<file path="src/rtl/fetch_pkg.sv">
// Shared types and constants for the instruction fetch unit.
// A fetch entry pairs each returned instruction word with the PC it was fetched from.
package fetch_pkg;

    localparam int unsigned DATA_W        = 32;
    localparam int unsigned INST_BYTES    = 4;
    localparam int unsigned PC_ALIGN_BITS = 2;

    typedef struct packed {
        logic [DATA_W-1:0] pc;
        logic [DATA_W-1:0] inst;
    } fetch_entry_t;

endpackage

</file>
<file path="src/rtl/fetch_fifo.sv">
// Small synchronous FIFO of fetch entries.
// A flush empties the FIFO and overrides a push or pop issued in the same cycle.
module fetch_fifo
    import fetch_pkg::*;
#(
    parameter int unsigned DEPTH = 2
) (
    input  logic                     clk_i,
    input  logic                     rst_i,
    input  logic                     push_i,
    input  fetch_entry_t             wdata_i,
    input  logic                     pop_i,
    input  logic                     flush_i,
    output fetch_entry_t             head_o,
    output logic [$clog2(DEPTH):0]   count_o
);

    localparam int unsigned PW = $clog2(DEPTH);
    localparam int unsigned CW = PW + 1;

    fetch_entry_t  mem_q [DEPTH];
    logic [PW-1:0] rd_ptr_q, rd_ptr_d;
    logic [PW-1:0] wr_ptr_q, wr_ptr_d;
    logic [CW-1:0] count_q, count_d;

    always_comb begin
        rd_ptr_d = rd_ptr_q;
        wr_ptr_d = wr_ptr_q;
        count_d  = count_q;
        if (flush_i) begin
            rd_ptr_d = '0;
            wr_ptr_d = '0;
            count_d  = '0;
        end else begin
            if (push_i) wr_ptr_d = wr_ptr_q + PW'(1);
            if (pop_i)  rd_ptr_d = rd_ptr_q + PW'(1);
            count_d = count_q + CW'(push_i) - CW'(pop_i);
        end
    end

    always_ff @(posedge clk_i) begin
        if (rst_i) begin
            rd_ptr_q <= '0;
            wr_ptr_q <= '0;
            count_q  <= '0;
        end else begin
            rd_ptr_q <= rd_ptr_d;
            wr_ptr_q <= wr_ptr_d;
            count_q  <= count_d;
        end
    end

    // Storage needs no reset: the head is only observed while count_q is non-zero.
    always_ff @(posedge clk_i) begin
        if (push_i && !flush_i) begin
            mem_q[wr_ptr_q] <= wdata_i;
        end
    end

    assign head_o  = mem_q[rd_ptr_q];
    assign count_o = count_q;

endmodule

</file>
<file path="src/rtl/inst_fetch.sv">
// Fetch initiator for a one-cycle-latency instruction memory: owns the PC, pairs returning
// words with their PC, buffers them and hands them to decode; handles redirects and stalls.
module inst_fetch
    import fetch_pkg::*;
#(
    parameter int unsigned     XLEN     = 32,
    parameter logic [XLEN-1:0] RESET_PC = '0,
    parameter int unsigned     FQ_DEPTH = 2
) (
    input  logic            clk_i,
    input  logic            rst_i,
    output logic [XLEN-1:0] imem_addr_o,
    input  logic [XLEN-1:0] imem_inst_i,
    input  logic            redirect_valid_i,
    input  logic [XLEN-1:0] redirect_pc_i,
    output logic            if_valid_o,
    input  logic            if_ready_i,
    output logic [XLEN-1:0] if_pc_o,
    output logic [XLEN-1:0] if_inst_o,
    output logic            misalign_o
);

    localparam int unsigned CW = $clog2(FQ_DEPTH) + 1;

    logic [XLEN-1:0] req_pc_q, req_pc_d;
    logic [XLEN-1:0] rsp_pc_q, rsp_pc_d;
    logic            inflight_q, inflight_d;
    logic            misalign_q, misalign_d;

    logic [CW-1:0]   count;
    fetch_entry_t    head;
    fetch_entry_t    wentry;
    logic            deq, issue, push;

    assign if_valid_o = (count != '0);
    assign deq        = if_valid_o & if_ready_i;
    assign push       = inflight_q & ~redirect_valid_i;

    // Credit check: entries held plus the word on its way back must leave room for one more.
    always_comb begin
        issue = !redirect_valid_i &&
                ((int'(count) + int'(inflight_q) - int'(deq)) < int'(FQ_DEPTH));
    end

    always_comb begin
        req_pc_d   = req_pc_q;
        rsp_pc_d   = rsp_pc_q;
        inflight_d = 1'b0;
        misalign_d = redirect_valid_i && (redirect_pc_i[PC_ALIGN_BITS-1:0] != '0);
        if (redirect_valid_i) begin
            req_pc_d = {redirect_pc_i[XLEN-1:PC_ALIGN_BITS], PC_ALIGN_BITS'(0)};
        end else if (issue) begin
            inflight_d = 1'b1;
            rsp_pc_d   = req_pc_q;
            req_pc_d   = req_pc_q + XLEN'(INST_BYTES);
        end
    end

    always_ff @(posedge clk_i) begin
        if (rst_i) begin
            req_pc_q   <= RESET_PC;
            rsp_pc_q   <= '0;
            inflight_q <= 1'b0;
            misalign_q <= 1'b0;
        end else begin
            req_pc_q   <= req_pc_d;
            rsp_pc_q   <= rsp_pc_d;
            inflight_q <= inflight_d;
            misalign_q <= misalign_d;
        end
    end

    assign wentry.pc   = rsp_pc_q;
    assign wentry.inst = imem_inst_i;

    fetch_fifo #(
        .DEPTH (FQ_DEPTH)
    ) u_fifo (
        .clk_i   (clk_i),
        .rst_i   (rst_i),
        .push_i  (push),
        .wdata_i (wentry),
        .pop_i   (deq),
        .flush_i (redirect_valid_i),
        .head_o  (head),
        .count_o (count)
    );

    assign imem_addr_o = req_pc_q;
    assign if_pc_o     = if_valid_o ? head.pc : '0;
    assign if_inst_o   = if_valid_o ? head.inst : '0;
    assign misalign_o  = misalign_q;

endmodule

</file>
<file path="config.mk">
export PLATFORM = sky130hd
export DESIGN_NAME = inst_fetch
export DESIGN_NICKNAME = d
export VERILOG_FILES = /design/src/rtl/fetch_pkg.sv /design/src/rtl/fetch_fifo.sv /design/src/rtl/inst_fetch.sv
export SDC_FILE = /design/constraint.sdc
export NUM_CORES = 1
export LEC_CHECK = 0
export ABC_AREA = 1
export ABC_CLOCK_PERIOD_IN_PS = 8170
export CAP_MARGIN = 25
export CORE_MARGIN = 5
export CORE_UTILIZATION = 53
export DETAILED_ROUTE_END_ITERATION = 8
export PLACE_DENSITY = 0.83
export SLEW_MARGIN = 20
export SYNTH_ARGS = -nofsm -noshare
export SYNTH_HDL_FRONTEND = slang
export SYNTH_HIERARCHICAL = 1
export SYNTH_SLANG_ARGS = --single-unit
</file>
<file path="constraint.sdc">
create_clock -name clk_i -period 8.17 [get_ports clk_i]
set_input_delay 1.634 -clock clk_i [delete_from_list [all_inputs] [get_ports clk_i]]
set_output_delay 1.634 -clock clk_i [all_outputs]
set_load 0.02 [all_outputs]
</file>
# After elaboration in Yosys (flattened, before gate mapping)
# Memories as Yosys holds them, arrays and structs flattened. A register that Yosys moved wholly into a read port is not among the register bits.
# Index checks and enable logic that the tools add are counted.
word_totals:
  reg_bits: 70
  ramBits: 128
  word_cells: 38
  n_memories: 1
classes:
  n_bitwise: 3
  muxes: 9
  n_lt_le_gt_ge: 1
  n_reduce_logical: 9
  n_addsub: 7
mem_list:
  columns: ["memory", "words", "word_bits", "read_ports", "rd_ports_with_merged_regs", "write_ports", "line", "text"]
  rows:
  - ["u_fifo.mem_q", 2, 64, 1, 1, 1, "fetch_fifo.sv:21", "fetch_entry_t mem_q [DEPTH];"]
ops:
  columns: ["operator", "count"]
  rows:
  - ["32-bit 2-to-1 mux", 4]
  - ["32-bit by 3-bit adder with 32-bit output (second input constant)", 1]
  - ["2-bit nonzero test", 3]
  - ["1-bit 2-to-1 mux", 5]
  - ["4-bit by 3-bit < comparator with 1-bit output (second input constant)", 1]
  - ["3-bit by 1-bit subtractor with 4-bit output", 1]
  - ["2-bit by 1-bit adder with 3-bit output", 1]
  - ["1-bit logical AND", 3]
  - ["1-bit adder (second input constant)", 2]
  - ["2-bit by 1-bit adder with 2-bit output", 1]
  - ["1-bit bitwise AND", 2]
  - ["2-bit AND reduction", 1]
  - ["2-bit OR reduction", 1]
  - ["2-bit by 1-bit subtractor with 2-bit output", 1]
  - ["1-bit logical NOT", 1]
  - ["1-bit NOT", 1]

# Longest topological paths before layout
# Gate-level depths: netlist (run 1).
depth:
  word_depth: 7
  mapped_depth: 17

# Hierarchy
# The synthesis (run 1) kept the hierarchy.
by_module_without_submodules:
  columns: ["mod", "n_inst", "area_each_um2", "seq_area_each_um2", "cells_each"]
  rows:
  - ["fetch_fifo", 1, 5147.4, 3943.8, 228]
  - ["inst_fetch", 1, 3798.6, 1241.2, 626]

# Worst setup path before layout (run 1)
# No wires, ideal clock.
synth_path:
  kind: "input -> register"
  start: "in redirect_valid_i"
  end: "mem u_fifo/mem_q[1][0] (netlist name), enable pin"
  arrival_ns: 6.570
  path_stages: 5
  path_slack_ns: 1.035
  path_cell_list: "buf_2 buf_1 nor2_1 inv_1 nor3_1"
synth_between:
  elab_chain_len: 5
synth_lines:
  columns: ["item", "line", "text"]
  rows:
  - ["start: declaration", "inst_fetch.sv:14", "input logic redirect_valid_i,"]
  - ["1-bit NOT (no line)", null, null]
  - ["1-bit bitwise AND", "inst_fetch.sv:37", "assign push = inflight_q & ~redirect_valid_i;"]
  - ["net push", "inst_fetch.sv:33", "logic deq, issue, push;"]
  - ["1-bit logical AND", "fetch_fifo.sv:55", "if (push_i && !flush_i) begin"]
  - ["1-bit 2-to-1 mux", "fetch_fifo.sv:55", null]
  - ["1-bit 2-to-1 mux (implied by the code)", "fetch_fifo.sv:56", "mem_q[wr_ptr_q] <= wdata_i;"]
  - ["end: declaration", "fetch_fifo.sv:21", null]
# The timed path passes the listed nets, and every way through them passes these cells.

==> results of run 1 <==
==> layout make-up <==
type	instances	area [um2]
Timing Repair Buffer	171	1690
Multi-Input combinational cell	496	3030
Clock inverter	11	96.3
Fill cell	1248	5350
Sequential cell	195	5190
Inverter	132	495
Clock buffer	21	460
Tap cell	220	275
==> stage by stage <==
step / setup slack [ps] / util [%] / instances / power [mW] / hold WS [ps]
after CTS: 3610 / 67.7 / 1246 / 2.13 / 455
after floorplan: 1030 / - / 859 / 1.25 / 420
after global placement: 3620 / 64.4 / 1214 / 1.35 / 429
after detailed placement: 3480 / 64.4 / 1214 / 1.35 / 437
final: 3670 / 67.7 / 1246 / 2.11 / 452
after global routing: 3520 / 67.7 / 1246 / 2.20 / 461
==> registers in the layout, indices dropped and copies added, names as in the netlist, named ones only <==
register / cells
imem_addr_o: 30
inflight_q: 1
misalign_o: 1
rsp_pc_q: 30
u_fifo/count_o: 2
u_fifo/mem_q: 128
u_fifo/rd_ptr_q: 1
u_fifo/wr_ptr_q: 1
==> final timing paths <==
check                         start             endpoint  slack [ps]  depth (start not counted)
setup / recovery           register        if_inst_o[22]        3670                          5
hold / removal          rsp_pc_q[6]  u_fifo/mem_q[0][38]         450                          0
setup reg to reg  u_fifo/count_o[1]      imem_addr_o[29]        4630                         12
hold reg to reg         rsp_pc_q[6]  u_fifo/mem_q[0][38]         450                          0
==> logic make-up (layout without fill, tap and decap cells) <==
logic type,Yosys count,in the layout
and+or+nand+nor,340,340
DFF,195,195
buffers and inverters,168,335
AOI/OAI and AO/OA,75,75
muxes,64,64
xor gates and xnor gates,7,7
adders and majority gates,4,4
other,1,6
==> worst register-to-register path, delay by kind of cell (launching register included) <==
family                     cells  cell delay [ps]
and+or+nand+nor                8             1810
buffers and inverters          3              680
adders and majority gates      1              590
DFF                            1              390
==> per-layer routing <==
layer	wire length, um	vias to the layer above
li1	-	3109
met1	8740	2902
met2	8850	229
met3	1210	22
met4	238	0
met5	0	-
==> power breakdown <==
part | switching, mW | internal (mW) | leakage [nW]
Combinational | 0.116 | 0.101 | 2.48
Clock | 0.362 | 0.414 | 0.269
Sequential | 0.0320 | 1.09 | 1.71
Total | 0.510 | 1.60 | 4.47
==> cell usage in the layout, fill, tap and decap left out, drive strengths merged, types with 8 or more instances in the layout <==
cell type / n
a21oi: 17
buf: 8
clkbuf: 21
clkdlybuf4s50: 163
dfxtp: 67
edfxtp: 128
inv: 137
mux2: 64
nand2: 123
nand3: 35
nand3b: 10
nor2: 144
nor3: 21
o21ai: 44
==> out/metrics.csv, run 1 <==
stage,metric,value,unit
drt,dr.pass1.iters,5,
cts,clkSlewWorstSetupHoldPaths,70,ps
global_routing,grt_overflow,0,
synth,synthMuxAreaShare,10.6,%
synth,synth_area,0.00895,mm2
setup_path,worst-path-buf-inv,3,
setup_path,crit_arrival,2870,ps
setup_path,end_kind,output pin,
synth,ys.flop_type,edfxtp_1,
drt,drc_errors,0,
floorplan,core-area,0.0166,mm2
floorplan,initial_core_util,53.9,%
floorplan,die_w,140,um
synth,synth_compound_area_share,4.62,%
global_routing,grt_pass1_vias,6095,
power_and_ir_drop,ir_worst_vdd,166,uV
synth,synth_top_area_cell,edfxtp_1,
timing,rsz0062_at_grt,no,
setup_path,path_class,register to output pin,
cts,numCtsBuffers,17,
cts,worstSkewPairLatency,430,ps
timing,final.setup.tns,0,ps
global_routing,busiest_layer,met2,
min_path,holdCritPathClass,register to register,
timing,min_period,4500,ps
global_routing,track_usage,19.5,%
flow_run,drv_cap,0,
drt,vias_per_cell,5.03,
setup_path,cp_max_fo,33,
setup_path,cpPeakStageDelay,740,ps
synth,netlist.area_leader.share,43.0,%
global_routing,grt_use_met1,27.4,%
timing,finalCritPeriodShare,55.1,%
synth,synth-xor-area-share,0.685,%
synth,synth-adder-area-share,0.643,%
floorplan,ioPinCount,166,
synth,synth_warnings,6,
final_layout,antenna_cells,0,
global_routing,grt_first_pass_wirelength,30800,um
placement,place_area,0.0107,mm2
setup_path,cpMaxStageDelayCell,dfxtp_4,
setup_path,critical_path.cell_chain,buf_4 > mux2_4 > inv_1 > nor2_1 > clkdlybuf4s50_1,
global_routing,antenna_found_initial,0,
synth,yosysMostFrequentCell,nor2_1,
cts,cts_setup_buffers,0,
synth,ys_ff_latch,195,
cts,cts_buffer_depth,2,
synth,synth-simple-area-share,16.9,%
drt,routed_wirelength,19000,um
synth,synth_edf_count,128,
synth,syn_area_per_cell,10.5,um2
floorplan,rows,47,
cts,cts_hold_buffers,0,
setup_path,path_delay_family,buffers and inverters,
synth,netlist_top_cells_area,"edfxtp_1 43%, dfxtp_1 15%, mux2_4 10%, nor2_1 5.7%, inv_1 5.5%",
global_routing,grt_use_met3,4.19,%
cts,htreeDepth,4,
placement,numPortBuffers,163,
synth,yosysUniqueCellTypes,43,
global_routing,grt.met2_usage,30.9,%
status,status,completed,
drt,ant_nets,0,
timing,fin_skew,9.35,ps
timing,hold_viol,0,
floorplan,die-area,0.0196,mm2
power_and_ir_drop,power.density,188,mW/mm2
timing,setup_viol,0,
final_layout,nets,1085,
cts,cts_root_buf,clkbuf_16,
synth,seq_area_frac_synth,58.0,%
drt,wire_per_inst,15.3,um
placement,dp_hpwl,13000,um
final_layout,syn_to_final_growth,25.6,%
timing,maxSlewHeadroom,42.3,%
setup_path,cp-start-kind,register,
synth,syn_inst,854,
final_layout,drive_gt1_share,12.3,%
drt,vias,6262,
power_and_ir_drop,leakagePower,4.47,nW
cts,cts_tree,built,
placement,gp_congestion,0.887,
cts,post_cts_resize_count,0,
floorplan,die_h,140,um
timing,slew_viol_final,0,
timing,fmax,222,MHz
drt,first_iter_violations,441,
synth,synthArstFlopShare,0,%
synth,synthTopCellsByCount,"136 x nor2_1, 130 x inv_1, 128 x edfxtp_1",
final_layout,final_cell_area,0.0112,mm2
global_routing,grt_max_degree,67,
synth,synth_top_family_by_area,simple AND/OR/NAND/NOR gates,
setup_path,critPathRequiredTime,6540,ps
timing,worst_pin_slew,865,ps
cts,clock_sinks,195,
Note: power is estimated with default switching activity, not from simulation.
==> inputs of run 2 (changes only) <==
--- a/config.mk
+++ b/config.mk
@@ -6,12 +6,12 @@
 export NUM_CORES = 1
 export LEC_CHECK = 0
 export ABC_AREA = 1
-export ABC_CLOCK_PERIOD_IN_PS = 8170
+export ABC_CLOCK_PERIOD_IN_PS = 3800
 export CAP_MARGIN = 25
 export CORE_MARGIN = 5
-export CORE_UTILIZATION = 53
+export CORE_UTILIZATION = 48
 export DETAILED_ROUTE_END_ITERATION = 8
-export PLACE_DENSITY = 0.83
+export PLACE_DENSITY = 0.79
 export SLEW_MARGIN = 20
 export SYNTH_ARGS = -nofsm -noshare
 export SYNTH_HDL_FRONTEND = slang
==> constraint.sdc (replaced) <==
create_clock -name clk_i -period 3.8 [get_ports clk_i]
set_input_delay 0.76 -clock clk_i [delete_from_list [all_inputs] [get_ports clk_i]]
set_output_delay 0.76 -clock clk_i [all_outputs]
set_load 0.02 [all_outputs]
==> run 2 against run 1 <==
Effect of this change:
- critical path depth did not move
- sequential power rose by 110%
- wire length rose by 1.3%
- die area rose by 9.7%
- final cell count rose by 1.8%
- non-clock buffer count rose by 9
- core utilization fell by 6.1 points
- worst hold slack improved by 9.1 ps
- total power rose by 120%
==> out/metrics.csv, run 2 (synthesized netlist as in run 1, its figures left out) <==
stage,metric,value,unit
cts,htreeDepth,4,
floorplan,die-area,0.0215,mm2
final_layout,final_cell_mix,"163 x clkdlybuf4s50_1, 135 x nor2_1, 130 x inv_1, 128 x edfxtp_1, 119 x nand2_1",
setup_path,worst-path-buf-inv,3,
final_layout,largest_register_ffs,128,
setup_path,critical_path.cell_chain,buf_4 > mux2_4 > inv_1 > nor2_1 > clkdlybuf4s50_1,
cts,post_cts_resize_count,0,
timing,rsz0062_at_grt,no,
floorplan,rows,50,
setup_path,critPathRequiredTime,3040,ps
global_routing,grt_max_degree,66,
cts,numCtsBuffers,17,
setup_path,end_kind,output pin,
status,status,completed,
setup_path,cp_max_fo,20,
power_and_ir_drop,ir_worst_vdd,299,uV
cts,cts_buffer_depth,2,
global_routing,grt_overflow,0,
cts,clock_sinks,195,
drt,routed_wirelength,19300,um
final_layout,final_cell_area,0.0114,mm2
final_layout,drive_gt1_share,13.2,%
placement,gp_congestion,0.885,
timing,maxSlewHeadroom,56.9,%
floorplan,die_w,147,um
setup_path,cpMaxStageDelayCell,clkdlybuf4s50_1,
timing,setup_viol,0,
drt,vias_per_cell,4.95,
floorplan,initial_core_util,48.3,%
final_layout,syn_to_final_growth,27.7,%
placement,dp_hpwl,13900,um
power_and_ir_drop,leakagePower,4.56,nW
flow_run,drv_cap,0,
final_layout,top_register,u_fifo/mem_q,
drt,wire_per_inst,15.2,um
cts,worstSkewPairLatency,430,ps
setup_path,cp-start-kind,register,
setup_path,crit_arrival,2400,ps
timing,finalCritPeriodShare,83.1,%
cts,cts_tree,built,
drt,dr.pass1.iters,5,
timing,min_period,3160,ps
drt,ant_nets,0,
timing,hold_viol,0,
timing,fmax,317,MHz
power_and_ir_drop,total_power,4.66,mW
floorplan,core-area,0.0185,mm2
setup_path,path_delay_family,buffers and inverters,
cts,cts_hold_buffers,0,
global_routing,track_usage,18.3,%
setup_path,path_class,register to output pin,
min_path,holdCritPathClass,register to register,
final_layout,final_common_cell,clkdlybuf4s50_1,
timing,fin_skew,11.3,ps
drt,vias,6286,
drt,drc_errors,0,
timing,slew_viol_final,0,
cts,clkSlewWorstSetupHoldPaths,70,ps
final_layout,instances_no_fill,1269,
global_routing,grt_first_pass_wirelength,31200,um
cts,cts_setup_buffers,0,
floorplan,ioPinCount,166,
final_layout,nets,1094,
placement,dp.cells,1237,
setup_path,cpPeakStageDelay,590,ps
timing,worst_pin_slew,647,ps
timing,final.setup.tns,0,ps
cts,cts_root_buf,clkbuf_16,
drt,first_iter_violations,328,
placement,place_area,0.0108,mm2
power_and_ir_drop,power.density,408,mW/mm2
global_routing,grt_pass1_vias,6087,
placement,numPortBuffers,163,
final_layout,antenna_cells,0,
global_routing,antenna_found_initial,0,
floorplan,die_h,147,um
[run 2: cell count changes in the layout (fill, tap and decap cells not counted), sizes merged]
cell      delta
buf          +9
inv          +3
clkbuf       -2
clkinvlp     -2
bufinv       +1
[run 2: final cells by class]
cell class | instances | area (um2)
clock buffer | 19 | 464
sequential | 195 | 5190
inverter | 132 | 495
fill | 1514 | 7100
multi-input combinational | 496 | 3040
timing repair buffer | 180 | 1810
clock inverter | 13 | 133
tap | 234 | 293
[run 2: per-layer routing]
layer / vias to the layer above / track usage, % / routed length (um) / part of all wire, %
met5: - / 0 / 0 / 0
met4: 0 / 4.61 / 185 / 0.96
met3: 19 / 4.35 / 1130 / 5.9
met2: 222 / 30.2 / 9400 / 49
met1: 2913 / 24.4 / 8560 / 44
li1: 3132 / - / - / -
[run 2: through the flow]
step	hold slack, ps	setup WS, ps	utilization [%]
after CTS	459	578	61.7
after global routing	472	427	61.7
after floorplan	420	-498	-
after global placement	435	320	58.5
after detailed placement	441	234	58.5
final	461	642	61.7
[run 2: path summary, 6_finish.rpt]
kind | start | endpoint | slack [ps] | cells past startpoint
worst max register to register | u_fifo/count_o[1] | imem_addr_o[5] | 970 | 12
worst min register to register | rsp_pc_q[11] | u_fifo/mem_q[0][43] | 460 | 0
worst min-delay path | rsp_pc_q[11] | u_fifo/mem_q[0][43] | 460 | 0
worst max-delay path | register | if_pc_o[4] | 640 | 5
[run 2: where the power goes]
group	total, mW	internal, mW	leakage, nW	switching [mW]
registers	2.40	2.33	1.71	0.0659
clock network	1.78	0.983	0.298	0.798
logic	0.484	0.227	2.55	0.257
==> inputs of run 3 (changes only) <==
--- a/config.mk
+++ b/config.mk
@@ -6,12 +6,12 @@
 export NUM_CORES = 1
 export LEC_CHECK = 0
 export ABC_AREA = 1
-export ABC_CLOCK_PERIOD_IN_PS = 3800
+export ABC_CLOCK_PERIOD_IN_PS = 3000
 export CAP_MARGIN = 25
 export CORE_MARGIN = 5
-export CORE_UTILIZATION = 48
+export CORE_UTILIZATION = 53
 export DETAILED_ROUTE_END_ITERATION = 8
-export PLACE_DENSITY = 0.79
+export PLACE_DENSITY = 0.83
 export SLEW_MARGIN = 20
 export SYNTH_ARGS = -nofsm -noshare
 export SYNTH_HDL_FRONTEND = slang
==> constraint.sdc (replaced) <==
create_clock -name clk_i -period 3 [get_ports clk_i]
set_input_delay 0.6 -clock clk_i [delete_from_list [all_inputs] [get_ports clk_i]]
set_output_delay 0.6 -clock clk_i [all_outputs]
set_load 0.02 [all_outputs]
==> run 3 against run 2 <==
Effect of this change:
- via count shrank 0.11%
- largest cell class unchanged
- clock skew is essentially flat
- sequential power grew 27%
- critical endpoint is now if_pc_o[22]
- final cell count grew 0.16%
- die area shrank 8.8%
- non-clock buffer count grew 16
- core utilization grew 7.9 points
==> out/metrics.csv, run 3 (synthesized netlist as in run 1, its figures left out) <==
stage,metric,value,unit
final_layout,final_cell_area,0.0115,mm2
setup_path,ff2ff_path_depth,12,
final_layout,final.fill_count,1257,
floorplan,initial_core_util,53.9,%
timing,finalCritPeriodShare,91.1,%
drt,first_iter_violations,394,
cts,cts_tree,built,
final_layout,final_util,69.6,%
floorplan,die-area,0.0196,mm2
setup_path,cpMaxStageDelayCell,clkdlybuf4s50_1,
final_layout,antenna_cells,0,
final_layout,top_register,u_fifo/mem_q,
flow_run,drv_cap,0,
floorplan,die_w,140,um
setup_path,reg2reg_from,u_fifo/count_o[1],
setup_path,crit_arrival,2130,ps
placement,gp_congestion,0.905,
cts,clkSlewWorstSetupHoldPaths,70,ps
drt,drc_errors,0,
cts,cts_buffer_depth,2,
setup_path,critPathRequiredTime,2400,ps
timing,fmax,366,MHz
cts,numCtsBuffers,17,
global_routing,track_usage,19.3,%
setup_path,cp_max_fo,25,
timing,rsz0062_at_grt,no,
timing,setup_viol,0,
drt,vias_per_cell,4.94,
final_layout,final_cell_mix,"163 x clkdlybuf4s50_1, 134 x nor2_1, 129 x inv_1, 128 x edfxtp_1, 119 x nand2_1",
global_routing,grt_max_degree,66,
setup_path,cp-start-kind,register,
timing,fin_skew,11.5,ps
timing,final.setup.tns,0,ps
min_path,holdCritPathClass,register to register,
placement,dp_hpwl,13200,um
setup_path,r2r-end,imem_addr_o[5],
power_and_ir_drop,power.density,513,mW/mm2
cts,cts_root_buf,clkbuf_16,
cts,htreeDepth,4,
min_path,whs_endpoint,u_fifo/mem_q[0][39],
drt,ant_nets,0,
floorplan,core-area,0.0166,mm2
floorplan,die_h,140,um
drt,routed_wirelength,18800,um
final_layout,syn_to_final_growth,29.0,%
global_routing,grt_first_pass_wirelength,30300,um
final_layout,largest_register_ffs,128,
global_routing,grt_pass1_vias,6052,
cts,worstSkewPairLatency,430,ps
floorplan,rows,47,
timing,min_period,2730,ps
setup_path,cpPeakStageDelay,580,ps
power_and_ir_drop,total_power,5.92,mW
cts,cts_hold_buffers,0,
setup_path,end_kind,output pin,
setup_path,critical_path.cell_chain,buf_12 > mux2_2 > inv_1 > nor2_1 > clkdlybuf4s50_1,
final_layout,instances_no_fill,1271,
power_and_ir_drop,leakagePower,4.65,nW
setup_path,path_class,register to output pin,
final_layout,nets,1110,
timing,slew_viol_final,0,
drt,vias,6279,
timing,hold_viol,0,
status,status,completed,
drt,wire_per_inst,14.8,um
floorplan,ioPinCount,166,
timing,maxSlewHeadroom,66.5,%
final_layout,drive_gt1_share,14.7,%
setup_path,r2r_slack,460,ps
placement,dp.cells,1233,
global_routing,grt_overflow,0,
power_and_ir_drop,ir_worst_vdd,458,uV
cts,clock_sinks,195,
final_layout,final_common_cell,clkdlybuf4s50_1,
global_routing,antenna_found_initial,0,
min_path,hold_depth,0,
placement,numPortBuffers,163,
min_path,worstHoldStart,rsp_pc_q[7],
drt,dr.pass1.iters,5,
timing,worst_pin_slew,501,ps
placement,place_area,0.0109,mm2
[run 3: power breakdown]
group / switching [mW] / internal, mW
registers: 0.0814 / 2.96
logic: 0.330 / 0.306
clock network: 1.04 / 1.21
[run 3: layer usage]
layer  up-vias  wire length, um  global-route usage, %  part of all wire [%]
li1       3166                -                      -                     -
met1      2883             8500                   26.2                    45
met2       209             8780                   31.0                    47
met3        21             1200                   4.12                   6.4
met4         0              268                   6.27                   1.4
met5         -                0                      0                     0
[run 3: worst max-delay path by stage]
| stage | endpoint | startpoint | slack [ps] |
|---|---|---|---|
| 2_1_floorplan | u_fifo/mem_q[1][0] | redirect_valid_i | -7 |
| 3_3_place_gp | imem_addr_o[5] | if_ready_i | -7 |
| 3_5_place_dp | imem_addr_o[5] | if_ready_i | -50 |
| 4_1_cts | if_pc_o[22] | register | 20 |
| 5_1_grt | imem_addr_o[5] | if_ready_i | 100 |
| 6_report | if_pc_o[22] | register | 270 |
[run 3: layout make-up]
type	instances	area (um2)	share of cell area [%]
clock buffer	19	475	4.12
clock inverter	13	129	1.12
inverter	132	495	4.29
timing repair buffer	196	1930	16.7
tap	220	275	2.38
multi-input combinational	496	3050	26.4
sequential	195	5190	44.9
[run 3: worst max-delay path: cells and delay by family, from the launching register on]
| family | cells | cell delay (ps) |
|---|---|---|
| multiplexers | 1 | 360 |
| AND/OR/NAND/NOR | 1 | 40 |
| flip-flops | 1 | 430 |
| buffers and inverters | 3 | 870 |
[run 3: per-stage QoR]
stage	setup WS (ps)	hold slack [ps]
after floorplan	-7.35	420
after global placement	-7.09	426
after detailed placement	-49.3	436
after CTS	17.1	455
after global routing	96.2	474
final	267	453
[run 3: repair_timing]
item                                    in CTS  in global routing
endpoints found under the setup margin       0                  4
resized for setup                            0                  1
buffers inserted                             0                  6
